--- config.mk ---
export PLATFORM = sky130hd
export DESIGN_NAME = seg7_scan_driver
export DESIGN_NICKNAME = d
export VERILOG_FILES = /design/src/rtl/seg7_pkg.sv /design/src/rtl/seg7_decode.sv /design/src/rtl/seg7_scan_driver.sv
export SDC_FILE = /design/constraint.sdc
export NUM_CORES = 1
export LEC_CHECK = 0
export BUFFER_PORTS_ARGS = -buffer_cell sky130_fd_sc_hd__buf_4
export CAP_MARGIN = 0
export CORE_ASPECT_RATIO = 1.2
export CORE_MARGIN = 2
export CORE_UTILIZATION = 60
export CTS_CLUSTER_SIZE = 28
export DETAILED_ROUTE_END_ITERATION = 6
export MAX_ROUTING_LAYER = met4
export PLACE_DENSITY = 0.86
export SLEW_MARGIN = 20
export SYNTH_ARGS = -nofsm -noshare
export SYNTH_HDL_FRONTEND = slang
export SYNTH_SLANG_ARGS = --single-unit
--- constraint.sdc ---
create_clock -name clk -period 2.2 [get_ports clk]
set_input_delay 0.33 -clock clk [delete_from_list [all_inputs] [get_ports clk]]
set_output_delay 0.33 -clock clk [all_outputs]
set_load 0.02 [all_outputs]
--- src/rtl/seg7_pkg.sv ---
// Shared 7-segment codes (active-low {g,f,e,d,c,b,a}), converter state type and sizing helper
// for the seg7_scan_driver slice.
package seg7_pkg;

    typedef enum logic [1:0] {
        IDLE,
        SHIFT,
        COMMIT
    } state_t;

    localparam logic [6:0] SEG_0     = 7'b1000000;
    localparam logic [6:0] SEG_1     = 7'b1111001;
    localparam logic [6:0] SEG_2     = 7'b0100100;
    localparam logic [6:0] SEG_3     = 7'b0110000;
    localparam logic [6:0] SEG_4     = 7'b0011001;
    localparam logic [6:0] SEG_5     = 7'b0010010;
    localparam logic [6:0] SEG_6     = 7'b0000010;
    localparam logic [6:0] SEG_7     = 7'b1111000;
    localparam logic [6:0] SEG_8     = 7'b0000000;
    localparam logic [6:0] SEG_9     = 7'b0010000;
    localparam logic [6:0] SEG_BLANK = 7'b1111111;
    localparam logic [6:0] SEG_DASH  = 7'b0111111;

    // Decimal digits needed for the largest bin_w-bit value: floor(bin_w*log10(2)) + 1.
    function automatic int bcd_digits(input int bin_w);
        return (bin_w * 30103) / 100000 + 1;
    endfunction

endpackage

--- src/rtl/seg7_decode.sv ---
// Combinational BCD nibble to active-low 7-segment decoder; codes 10-15 render blank.
module seg7_decode
    import seg7_pkg::*;
(
    input  logic [3:0] nibble,
    output logic [6:0] seg
);

    always_comb begin
        case (nibble)
            4'd0:    seg = SEG_0;
            4'd1:    seg = SEG_1;
            4'd2:    seg = SEG_2;
            4'd3:    seg = SEG_3;
            4'd4:    seg = SEG_4;
            4'd5:    seg = SEG_5;
            4'd6:    seg = SEG_6;
            4'd7:    seg = SEG_7;
            4'd8:    seg = SEG_8;
            4'd9:    seg = SEG_9;
            default: seg = SEG_BLANK;
        endcase
    end

endmodule

--- src/rtl/seg7_scan_driver.sv ---
// Binary to multiplexed 7-segment display: sequential double-dabble converter plus digit scanner.
// Define SEG7_LEADING_ZERO_BLANK_EN to blank zero digits above the most significant nonzero one.
module seg7_scan_driver
    import seg7_pkg::*;
#(
    parameter int NUM_DIGITS  = 4,
    parameter int BIN_W       = 14,
    parameter int REFRESH_DIV = 100000
) (
    input  logic                  clk,
    input  logic                  reset,
    input  logic [BIN_W-1:0]      bin,
    input  logic                  load,
    output logic                  busy,
    output logic [6:0]            seg,
    output logic [NUM_DIGITS-1:0] an
);

    localparam int BCD_N  = (bcd_digits(BIN_W) > NUM_DIGITS) ? bcd_digits(BIN_W) : NUM_DIGITS;
    localparam int BCD_W  = 4 * BCD_N;
    localparam int DISP_W = 4 * NUM_DIGITS;
    localparam int CNT_W  = $clog2(REFRESH_DIV);
    localparam int IDX_W  = (NUM_DIGITS > 1) ? $clog2(NUM_DIGITS) : 1;
    localparam int BITS_W = $clog2(BIN_W + 1);

    state_t              state, state_next;
    logic [BITS_W-1:0]   bit_cnt;
    logic [BIN_W-1:0]    bin_sr;
    logic [BCD_W-1:0]    bcd, bcd_next;
    logic [DISP_W-1:0]   disp;
    logic                ovf, ovf_next;
    logic [CNT_W-1:0]    ref_cnt;
    logic [IDX_W-1:0]    idx;
    logic [3:0]          nib;
    logic [6:0]          dec_seg, seg_next;

    // NOTE: sequential state uses non-blocking assignments so every register samples pre-edge values.
    always_ff @(posedge clk) begin
        if (reset) state <= IDLE;
        else       state <= state_next;
    end

    // NOTE: default assignment first so no path through always_comb leaves a latch.
    always_comb begin
        state_next = state;
        case (state)
            IDLE:    if (load) state_next = SHIFT;
            SHIFT:   if (bit_cnt == BITS_W'(BIN_W - 1)) state_next = COMMIT;
            COMMIT:  state_next = IDLE;
            default: state_next = IDLE;
        endcase
    end

    always_comb begin
        busy = (state != IDLE);
    end

    // One double-dabble step: correct every nibble >= 5, then shift in the next binary MSB.
    always_comb begin
        bcd_next = bcd;
        for (int i = 0; i < BCD_N; i++) begin
            if (bcd_next[4*i +: 4] >= 4'd5) bcd_next[4*i +: 4] = bcd_next[4*i +: 4] + 4'd3;
        end
        bcd_next = {bcd_next[BCD_W-2:0], bin_sr[BIN_W-1]};
    end

    always_comb begin
        ovf_next = 1'b0;
        for (int i = NUM_DIGITS; i < BCD_N; i++) begin
            ovf_next = ovf_next | (bcd[4*i +: 4] != 4'd0);
        end
    end

    always_ff @(posedge clk) begin
        if (reset) begin
            bit_cnt <= '0;
            bin_sr  <= '0;
            bcd     <= '0;
            disp    <= '0;
            ovf     <= 1'b0;
        end else begin
            case (state)
                IDLE: if (load) begin
                    bin_sr  <= bin;
                    bcd     <= '0;
                    bit_cnt <= '0;
                end
                SHIFT: begin
                    bcd     <= bcd_next;
                    bin_sr  <= bin_sr << 1;
                    bit_cnt <= bit_cnt + BITS_W'(1);
                end
                COMMIT: begin
                    disp <= bcd[DISP_W-1:0];
                    ovf  <= ovf_next;
                end
                default: ;
            endcase
        end
    end

    always_ff @(posedge clk) begin
        if (reset) begin
            ref_cnt <= '0;
            idx     <= '0;
        end else if (ref_cnt == CNT_W'(REFRESH_DIV - 1)) begin
            ref_cnt <= '0;
            idx     <= (idx == IDX_W'(NUM_DIGITS - 1)) ? '0 : idx + IDX_W'(1);
        end else begin
            ref_cnt <= ref_cnt + CNT_W'(1);
        end
    end

    always_comb begin
        nib = disp[idx*4 +: 4];
    end

    seg7_decode u_decode (
        .nibble (nib),
        .seg    (dec_seg)
    );

`ifdef SEG7_LEADING_ZERO_BLANK_EN
    logic [NUM_DIGITS-1:0] lead_zero;
    logic                  seen;

    // Walk from the top digit down; digit 0 is never blanked.
    always_comb begin
        seen      = 1'b0;
        lead_zero = '0;
        for (int i = NUM_DIGITS - 1; i >= 0; i--) begin
            seen         = seen | (disp[4*i +: 4] != 4'd0);
            lead_zero[i] = !seen && (i != 0);
        end
    end
`endif

    always_comb begin
        seg_next = dec_seg;
        if (ovf) seg_next = SEG_DASH;
`ifdef SEG7_LEADING_ZERO_BLANK_EN
        else if (lead_zero[idx]) seg_next = SEG_BLANK;
`endif
    end

    always_ff @(posedge clk) begin
        if (reset) begin
            an  <= '1;
            seg <= SEG_BLANK;
        end else begin
            an  <= ~(NUM_DIGITS'(1) << idx);
            seg <= seg_next;
        end
    end

endmodule

==> results.cfg, run 1 <==
[logic_synthesis]
ys_types = 42
syn_area_um2 = 4045
yosysSeqAreaShare_pct = 43.06
syn-num-nets = 511
ys.flop_type = dfxtp_1
synth_edf_count = 0
synth_area_per_cell_um2 = 8.607
synthCells = 470
synth_seq_cells = 87
yosysWarnings = 0
async_flop_share_pct = 0

[min_path]
hold_path_class = input port to flop
min_from = bin[5]
hold-path-endpoint = bin_sr[5]$_SDFFE_PP0P_
min_path_cells = 3

[cts]
path_clk_slew_ns = 0.09
ctsResizeCount = 0
cts_hold_buf = 0
cts-root-buf = clkbuf_8
post-cts-setup-buffers = 0
clk_latency_ns = 0.36
clk_path_buf_depth = 2
htreeDepth = 3
clock_sinks = 87
cts-buffers-inserted = 9
cts_tree = done

[sta]
drv_slew = 0
min_period_over_period_pct = 88.84
setup_tns_ns = 0
worst_pin_slew_ns = 0.5974
finalCriticalPeriod_ns = 1.954
grt_setup_unrepaired = false
setup_viol = 0
final.setup.worst_slack_ns = 0.2456
slew_headroom_pct = 60.12
fmax_ghz = 0.5117
report.final.hold_viol_count = 0
skew_ns = 0.01031

[power]
p_leak_nw = 1.758
powerDensity_nw_per_um2 = 691.5
power_mw = 3.131
ir_drop_uv = 532.1

[setup_path]
cp_cell_sequence = mux4_2, inv_1, ha_1, inv_1, mux2i_1, o21ai_0
r2r_end = seg[3]$_SDFF_PP1_
critical_path.startpoint_type = flop
cpPeakStageDelay_ns = 0.64
timing.rr.start = idx[0]$_SDFFE_PP0N_
crit_path_end_kind = flop
critPathSlowestCell = mux4_2
worstPathRequired_ns = 2.48
crit_fanout = 8
crit_arrival_ns = 2.23
cpMostUsedCell = inv_1
critical_path_class = flop to flop
r2r_slack_ns = 0.25
ff2ff_path_depth = 6

[drt]
detail_route.first_pass.iterations = 5
drtIter0Drc = 192
drc = 0
wl_mm = 7.851
antenna_left = 0
post_drt_wl_per_cell_um = 13.51
routed_via_density = 5.668
vias = 3293

[placed_design]
io_buffers = 28
dp_slack_ns = 0.2480
gp_congestion = 0.8273
place_hpwl_mm = 5.451

[floorplanning]
coreArea_um2 = 6486
start_util_pct = 62.36
rows = 32
io_pins = 29
fp.dieH_um = 93.95
die_area_um2 = 7417
die-width_um = 78.96

[final_layout]
final_nets = 532
fill_cells = 511
layout_common_cells = dfxtp_1 (87), nor2_1 (62), nand2_1 (50)
drive_above_1_share_pct = 12.90
final_common_cell = dfxtp_1
insertedDiodeCount = 0
final_core_util_pct = 69.81
synthToLayoutAreaGrowth_pct = 11.94

[status]
outcome = complete, no violations

[global_routing]
grt_max_degree = 40
grt_pass1_vias = 3143
antenna_found_initial = 0
grt_pass1_wl_mm = 13.54
overflow = 0
grt_usage_pct = 23.16

[run]
drv_cap = 0
[cell usage after synthesis, types with 2 or more instances]
| master | instances | area share (%) |
|---|---|---|
| a211oi_1 | 2 | 0.37 |
| and3_1 | 4 | 0.62 |
| nand4_1 | 6 | 0.93 |
| o21ai_0 | 16 | 2.0 |
| o221a_2 | 3 | 0.84 |
| nand2b_1 | 13 | 2.0 |
| inv_1 | 26 | 2.4 |
| nor2_1 | 62 | 5.8 |
| a21o_1 | 6 | 1.1 |
| xnor2_1 | 17 | 3.7 |
| nor2b_1 | 5 | 0.77 |
| or2_2 | 2 | 0.31 |
| mux4_2 | 4 | 2.2 |
| a22oi_1 | 11 | 2.0 |
| nand3_1 | 15 | 1.9 |
| buf_2 | 3 | 0.37 |
| clkbuf_1 | 21 | 1.9 |
| nand2_1 | 50 | 4.6 |
| a22o_1 | 2 | 0.43 |
| nor3_1 | 13 | 1.6 |
| xor2_1 | 8 | 1.7 |
| a32oi_1 | 4 | 0.87 |
| mux2i_1 | 5 | 1.2 |
| a21oi_1 | 38 | 4.7 |
| a222oi_1 | 4 | 0.99 |
| and2_1 | 2 | 0.31 |
| o211ai_1 | 4 | 0.74 |
| ha_1 | 24 | 7.4 |
| dfxtp_1 | 87 | 43 |
[sequential cells by signal, indices dropped and copies added (netlist names)]
register,flops
ref_cnt,17
an,4
disp,16
ovf,1
bcd,20
bit_cnt,4
state,2
seg,7
bin_sr,14
idx,2
[per-stage QoR]
| step | hold WS [ns] | area, um^2 | instances |
|---|---|---|---|
| floorplan | 0.4331 | 4045 | 470 |
| global placement | 0.4431 | 4297 | 565 |
| detailed placement | 0.4526 | 4297 | 565 |
| CTS | 0.1755 | 4528 | 581 |
| global route | 0.1984 | 4528 | 581 |
| finish | 0.1870 | 4528 | 581 |
[kinds of logic (layout without fill, tap and decap cells)]
| logic type | after synthesis | after routing | synth area share, % |
|---|---|---|---|
| AO/OA/AOI/OAI | 94 | 94 | 14.78 |
| XOR/XNOR | 25 | 25 | 5.413 |
| adder cells (fa/ha/maj) | 24 | 24 | 7.423 |
| buffers and inverters | 52 | 78 | 5.506 |
| flip-flops | 87 | 87 | 43.06 |
| multiplexers | 10 | 10 | 3.743 |
| AND/OR/NAND/NOR | 178 | 178 | 20.07 |
[worst max-delay path: cells and delay by family (launching register included)]
kind,cells,cell delay [ns]
adders and majority gates,1,0.26
buffers and inverters,2,0.21
muxes,2,0.70
AOI/OAI and AO/OA,1,0.15
DFF,1,0.56
[layout make-up]
type                            count  area (um^2)  share of cell area, %
Sequential cell                    87         1742                  38.46
Clock inverter                      5        80.08                  1.768
Tap cell                           85        106.4                  2.349
Clock buffer                       11        151.4                  3.343
Multi-Input combinational cell    331         2081                  45.95
Inverter                           26        97.59                  2.155
Timing Repair Buffer               36        270.3                  5.968
[where the power goes]
part	internal (mW)	switching, mW
registers	1.62	0.0377
clock network	0.699	0.555
logic	0.0929	0.130
[how the worst max path moves through the flow]
stage / startpoint / end / slack, ns / cells past startpoint
finish: idx[0]$_SDFFE_PP0N_ / seg[3]$_SDFF_PP1_ / 0.25 / 6
global route: idx[0]$_SDFFE_PP0N_ / seg[3]$_SDFF_PP1_ / 0.12 / 6
CTS: idx[0]$_SDFFE_PP0N_ / seg[3]$_SDFF_PP1_ / 0.24 / 6
detailed placement: idx[0]$_SDFFE_PP0N_ / seg[3]$_SDFF_PP1_ / 0.25 / 6
global placement: idx[0]$_SDFFE_PP0N_ / seg[3]$_SDFF_PP1_ / 0.38 / 6
floorplan: idx[0]$_SDFFE_PP0N_ / seg[3]$_SDFF_PP1_ / 0.45 / 7
[per-layer routing]
| layer | wire (um) | GRT usage (%) | part of all wire, % |
|---|---|---|---|
| met5 | 0 | - | 0 |
| met4 | 115 | 6.609 | 1.5 |
| met3 | 296 | 4.712 | 3.8 |
| met2 | 3748 | 38.60 | 48 |
| met1 | 3690 | 28.68 | 47 |
(Power assumes the default switching activity.)
==> inputs of run 2 (changes only) <==
- SYNTH_HIERARCHICAL: not set -> 1
==> run 2 against run 1 <==
Flip-flop and latch count unchanged. Critical endpoint unchanged. First-iteration DRC count shrank 21%. Critical path depth did not move. Clock-buffer cell count unchanged. Sequential power barely moved. Highest routed layer unchanged. Worst setup slack worse by 0.11 ns. Cell count is 4.8% higher.
==> results.cfg, run 2 <==
[logic_synthesis]
synth_seq_cells = 87
synth_top_cell_area_share_pct = 40.88
synth_edf_count = 0
synth_area_per_cell_um2 = 8.521
ys_types = 47
yosys-top-cells-area = dfxtp_1 (41%), a21oi_1 (6.9%), ha_1 (6.8%), nor2_1 (5.7%), nand2_1 (3.6%)
syn-num-nets = 540
ys.flop_type = dfxtp_1
yosysWarnings = 6
yosysMostFrequentCell = dfxtp_1
async_flop_share_pct = 0
synthCells = 500
syn_area_um2 = 4260
yosysSeqAreaShare_pct = 40.88
yosys.area.top_type = dfxtp_1
synthTopCellsByCount = dfxtp_1 (87), nor2_1 (65), a21oi_1 (59)

[sta]
setup_viol = 0
min_period_over_period_pct = 93.98
slew_headroom_pct = 42.46
worst_hold_slack_ns = 0.3707
skew_ns = 0.01491
worst_pin_slew_ns = 0.8613
report.final.hold_viol_count = 0
drv_slew = 0
setup_tns_ns = 0
fmax_ghz = 0.4837
grt_setup_unrepaired = false
finalCriticalPeriod_ns = 2.068

[power]
p_leak_nw = 1.828
ir_drop_uv = 394.9
powerDensity_nw_per_um2 = 639.0

[cts]
cts_tree = done
cts-root-buf = clkbuf_8
cts-buffers-inserted = 9
path_clk_slew_ns = 0.09
post-cts-setup-buffers = 0
clk_latency_ns = 0.37
cts_hold_buf = 0
clock_sinks = 87
htreeDepth = 3
clk_path_buf_depth = 2
ctsResizeCount = 0

[final_layout]
largest_reg_flops = 20
final_common_cell = dfxtp_1
fill_cells = 542
insertedDiodeCount = 0
layout_common_cells = dfxtp_1 (87), nor2_1 (65), a21oi_1 (59)
synthToLayoutAreaGrowth_pct = 10.48
top_regs = bcd: 20 flops, ref_cnt: 17 flops, disp: 16 flops
drive_above_1_share_pct = 14.18
top_register = bcd
final_nets = 557

[drt]
routed_via_density = 5.762
wl_mm = 8.693
vias = 3509
detail_route.first_pass.iterations = 4
antenna_left = 0
post_drt_wl_per_cell_um = 14.27
drtIter0Drc = 152
drc = 0

[floorplanning]
die_area_um2 = 7793
die-width_um = 80.92
start_util_pct = 62.16
coreArea_um2 = 6854
rows = 33
io_pins = 29
fp.dieH_um = 96.31

[setup_path]
crit_fanout = 11
r2r_slack_ns = 0.13
worstPathRequired_ns = 2.44
critical_path_class = flop to flop
critical_path.startpoint_type = flop
crit_path_end_kind = flop
crit_arrival_ns = 2.31

[global_routing]
grt_pass1_wl_mm = 14.81
overflow = 0
grt_usage_pct = 25.07
antenna_found_initial = 0
grt_pass1_vias = 3408
grt_max_degree = 43

[min_path]
hold_path_class = input port to flop

[placed_design]
place_hpwl_mm = 6.069
gp_congestion = 0.8530
io_buffers = 28

[status]
outcome = complete, no violations

[run]
drv_cap = 0
==> run 2: metal layers <==
| layer | wire [um] | part of all wire [%] | track usage (%) |
|---|---|---|---|
| met2 | 4621 | 53 | 43.87 |
| met5 | 0 | 0 | - |
| met3 | 381 | 4.4 | 5.159 |
| met1 | 3550 | 41 | 27.35 |
| met4 | 140 | 1.6 | 11.02 |
==> run 2: area by class of cell <==
| class | count | area [um^2] | share of cell area, % |
|---|---|---|---|
| tap | 87 | 108.9 | 2.313 |
| timing repair buffer | 37 | 277.8 | 5.901 |
| clock buffer | 11 | 141.4 | 3.004 |
| clock inverter | 5 | 63.81 | 1.356 |
| multi-input combinational | 356 | 2276 | 48.35 |
| sequential | 87 | 1742 | 37.00 |
| inverter | 26 | 97.59 | 2.073 |
==> run 2: logic make-up after synthesis <==
kind of cell,Yosys count,share of synthesized area [%]
AND/OR/NAND/NOR,190,22.29
buffers and inverters,57,5.697
adder cells (fa/ha/maj),23,6.755
multiplexers,13,4.288
flip-flops,87,40.88
AO/OA/AOI/OAI,110,15.98
XOR/XNOR,20,4.112
==> run 2: worst max-delay path, stage by stage (launching register included) <==
cell     delay, ns
dfxtp_1       0.40
buf_4         0.19
mux4_2        0.59
or2_1         0.25
a21oi_2       0.16
a31oi_1       0.05
or3_1         0.30
==> run 2: through the flow <==
stage          cell area, um^2  setup slack (ns)  utilization [%]  power [mW]  std cells
2_1_floorplan             4262           0.07643                -       1.809        500
3_3_place_gp              4502            0.2071            65.68       1.871        593
3_5_place_dp              4502            0.1626            65.68       1.881        593
4_1_cts                   4707            0.1328            68.67       3.020        609
5_1_grt                   4707           0.01949            68.67       3.117        609
6_report                  4707            0.1324            68.67       3.008        609
==> run 2: worst paths after layout <==
kind / from / endpoint / cells past startpoint
min: reset / bit_cnt[1]$_SDFFE_PP0P_ / 2
min reg2reg: disp[12]$_SDFFE_PP0N_ / disp[12]$_SDFFE_PP0N_ / 2
max: idx[0]$_SDFFE_PP0N_ / seg[3]$_SDFF_PP1_ / 6
max reg2reg: idx[0]$_SDFFE_PP0N_ / seg[3]$_SDFF_PP1_ / 6
==> run 2: power breakdown <==
part           switching [mW]  internal [mW]  leakage [nW]  total (mW)
Sequential             0.0273           1.61         0.708        1.64
Combinational           0.119         0.0860          1.02       0.205
Clock                   0.595          0.569         0.101        1.16
Total                   0.741           2.27          1.83        3.01
==> inputs of run 3 (changes only) <==
- CORE_UTILIZATION: 60 -> 55
- PLACE_DENSITY: 0.86 -> 0.81
==> run 3 against run 2 <==
Worst setup slack got worse by 0.041 ns. Design area rose by 0.40%. Sequential power about the same. Sequential share of layout area is 0.15 points lower. Die area grew 8.7%.
==> results.cfg, run 3 (synthesis gave the netlist of run 2 again) <==
[min_path]
min_path_cells = 2
hold_path_class = input port to flop
min_from = reset
hold-path-endpoint = bcd[0]$_SDFFE_PP0P_

[final_layout]
insertedDiodeCount = 0
top_register = bcd
fin_area_um2 = 4726
largest_reg_flops = 20
final_nets = 558
top_regs = bcd: 20 flops, ref_cnt: 17 flops, disp: 16 flops
final_common_cell = dfxtp_1
drive_above_1_share_pct = 14.53
synthToLayoutAreaGrowth_pct = 10.93
fill_cells = 649
layout_common_cells = dfxtp_1 (87), nor2_1 (65), a21oi_1 (59)

[sta]
skew_ns = 0.008708
setup_viol = 0
slew_headroom_pct = 41.30
worst_pin_slew_ns = 0.8786
report.final.hold_viol_count = 0
fmax_ghz = 0.4743
drv_slew = 0
grt_setup_unrepaired = false
setup_tns_ns = 0
min_period_over_period_pct = 95.84
finalCriticalPeriod_ns = 2.108

[power]
ir_drop_uv = 581.3
powerDensity_nw_per_um2 = 639.0
p_leak_nw = 1.837
power_frac_comb_pct = 6.8
switching_power_mw = 0.7714
p_int_mw = 2.248
power_mw = 3.020
power_frac_seq_pct = 54.3
switching_share_pct = 25.54
pwr-share-clk_pct = 39.0

[floorplanning]
rows = 35
die_area_um2 = 8469
coreArea_um2 = 7620
die-width_um = 84.35
fp.dieH_um = 100.4
start_util_pct = 55.91
io_pins = 29

[cts]
cts-root-buf = clkbuf_8
post-cts-setup-buffers = 0
clock_sinks = 87
clk_path_buf_depth = 2
clk_latency_ns = 0.36
htreeDepth = 3
cts_hold_buf = 0
ctsResizeCount = 0
cts_tree = done
path_clk_slew_ns = 0.10
cts-buffers-inserted = 9

[global_routing]
grt_max_degree = 40
antenna_found_initial = 0
grt_usage_pct = 21.39
overflow = 0
grt_pass1_vias = 3279
grt_pass1_wl_mm = 14.44

[placed_design]
io_buffers = 28
place_hpwl_mm = 5.830
placed_area_um2 = 4516
gp_congestion = 0.8400

[drt]
detail_route.first_pass.iterations = 5
drc = 0
drtIter0Drc = 129
wl_mm = 8.495
antenna_left = 0
vias = 3447
post_drt_wl_per_cell_um = 13.81
routed_via_density = 5.605

[setup_path]
crit_fanout = 4
r2r_slack_ns = 0.09
ff2ff_path_depth = 6
critical_path.startpoint_type = flop
r2r_end = seg[0]$_SDFF_PP1_
worstPathRequired_ns = 2.44
timing.rr.start = idx[0]$_SDFFE_PP0N_
critical_path_class = flop to flop
crit_path_end_kind = flop
crit_arrival_ns = 2.35

[run]
drv_cap = 0

[status]
outcome = complete, no violations
## run 3: cell types whose count changed in the layout (fill, tap and decap cells not counted)
| cell | change |
|---|---|
| inv_6 | -1 |
| clkbuf_1 | -1 |
| inv_8 | +2 |
| clkinv_4 | +1 |
| clkbuf_8 | -1 |
| buf_4 | +1 |
## run 3: final cells by class
cell class	count	area (um^2)	area share (%)
inverters	26	97.59	2.065
multi-input cells	356	2276	48.16
clock buffers	9	123.9	2.621
repair buffers	38	285.3	6.037
flip-flops and latches	87	1742	36.85
well taps	92	115.1	2.436
clock inverters	7	86.33	1.827
## run 3: worst max-delay path by stage
stage / startpoint / end / cells past startpoint
floorplan: idx[0]$_SDFFE_PP0N_ / seg[0]$_SDFF_PP1_ / 7
global placement: idx[0]$_SDFFE_PP0N_ / seg[0]$_SDFF_PP1_ / 6
detailed placement: idx[0]$_SDFFE_PP0N_ / seg[0]$_SDFF_PP1_ / 6
CTS: idx[0]$_SDFFE_PP0N_ / seg[0]$_SDFF_PP1_ / 6
global route: idx[0]$_SDFFE_PP0N_ / seg[0]$_SDFF_PP1_ / 6
finish: idx[0]$_SDFFE_PP0N_ / seg[0]$_SDFF_PP1_ / 6
## run 3: power groups by stage
stage                     logic (mW)  registers [mW]  clock network [mW]
final                          0.204            1.64                1.18
after global routing           0.230            1.64                1.26
after CTS                      0.205            1.64                1.20
after detailed placement       0.204            1.68                   0
after global placement         0.198            1.67                   0
after floorplan                0.132            1.68                   0
## run 3: worst max-delay path: stages (launching register included)
cell and delay [ns]:
dfxtp_1 0.42, mux4_2 0.58, ha_1 0.23, or2_1 0.24, a21oi_2 0.16, nor2_1 0.06, or3_1 0.30
## run 3: through the flow
stage | hold WS [ns] | util, % | cells | setup slack, ns
CTS | 0.3647 | 62.02 | 615 | 0.08905
global route | 0.3849 | 62.02 | 615 | 0.007385
finish | 0.3670 | 62.02 | 615 | 0.09161
detailed placement | 0.4527 | 59.26 | 599 | 0.1083
global placement | 0.4444 | 59.26 | 599 | 0.1880
floorplan | 0.4257 | - | 500 | 0.07643
## run 3: layer usage
layer	track usage [%]	routed length, um
met1	23.45	3633
met2	38.34	4322
met3	3.207	371
met4	9.646	167
met5	-	0
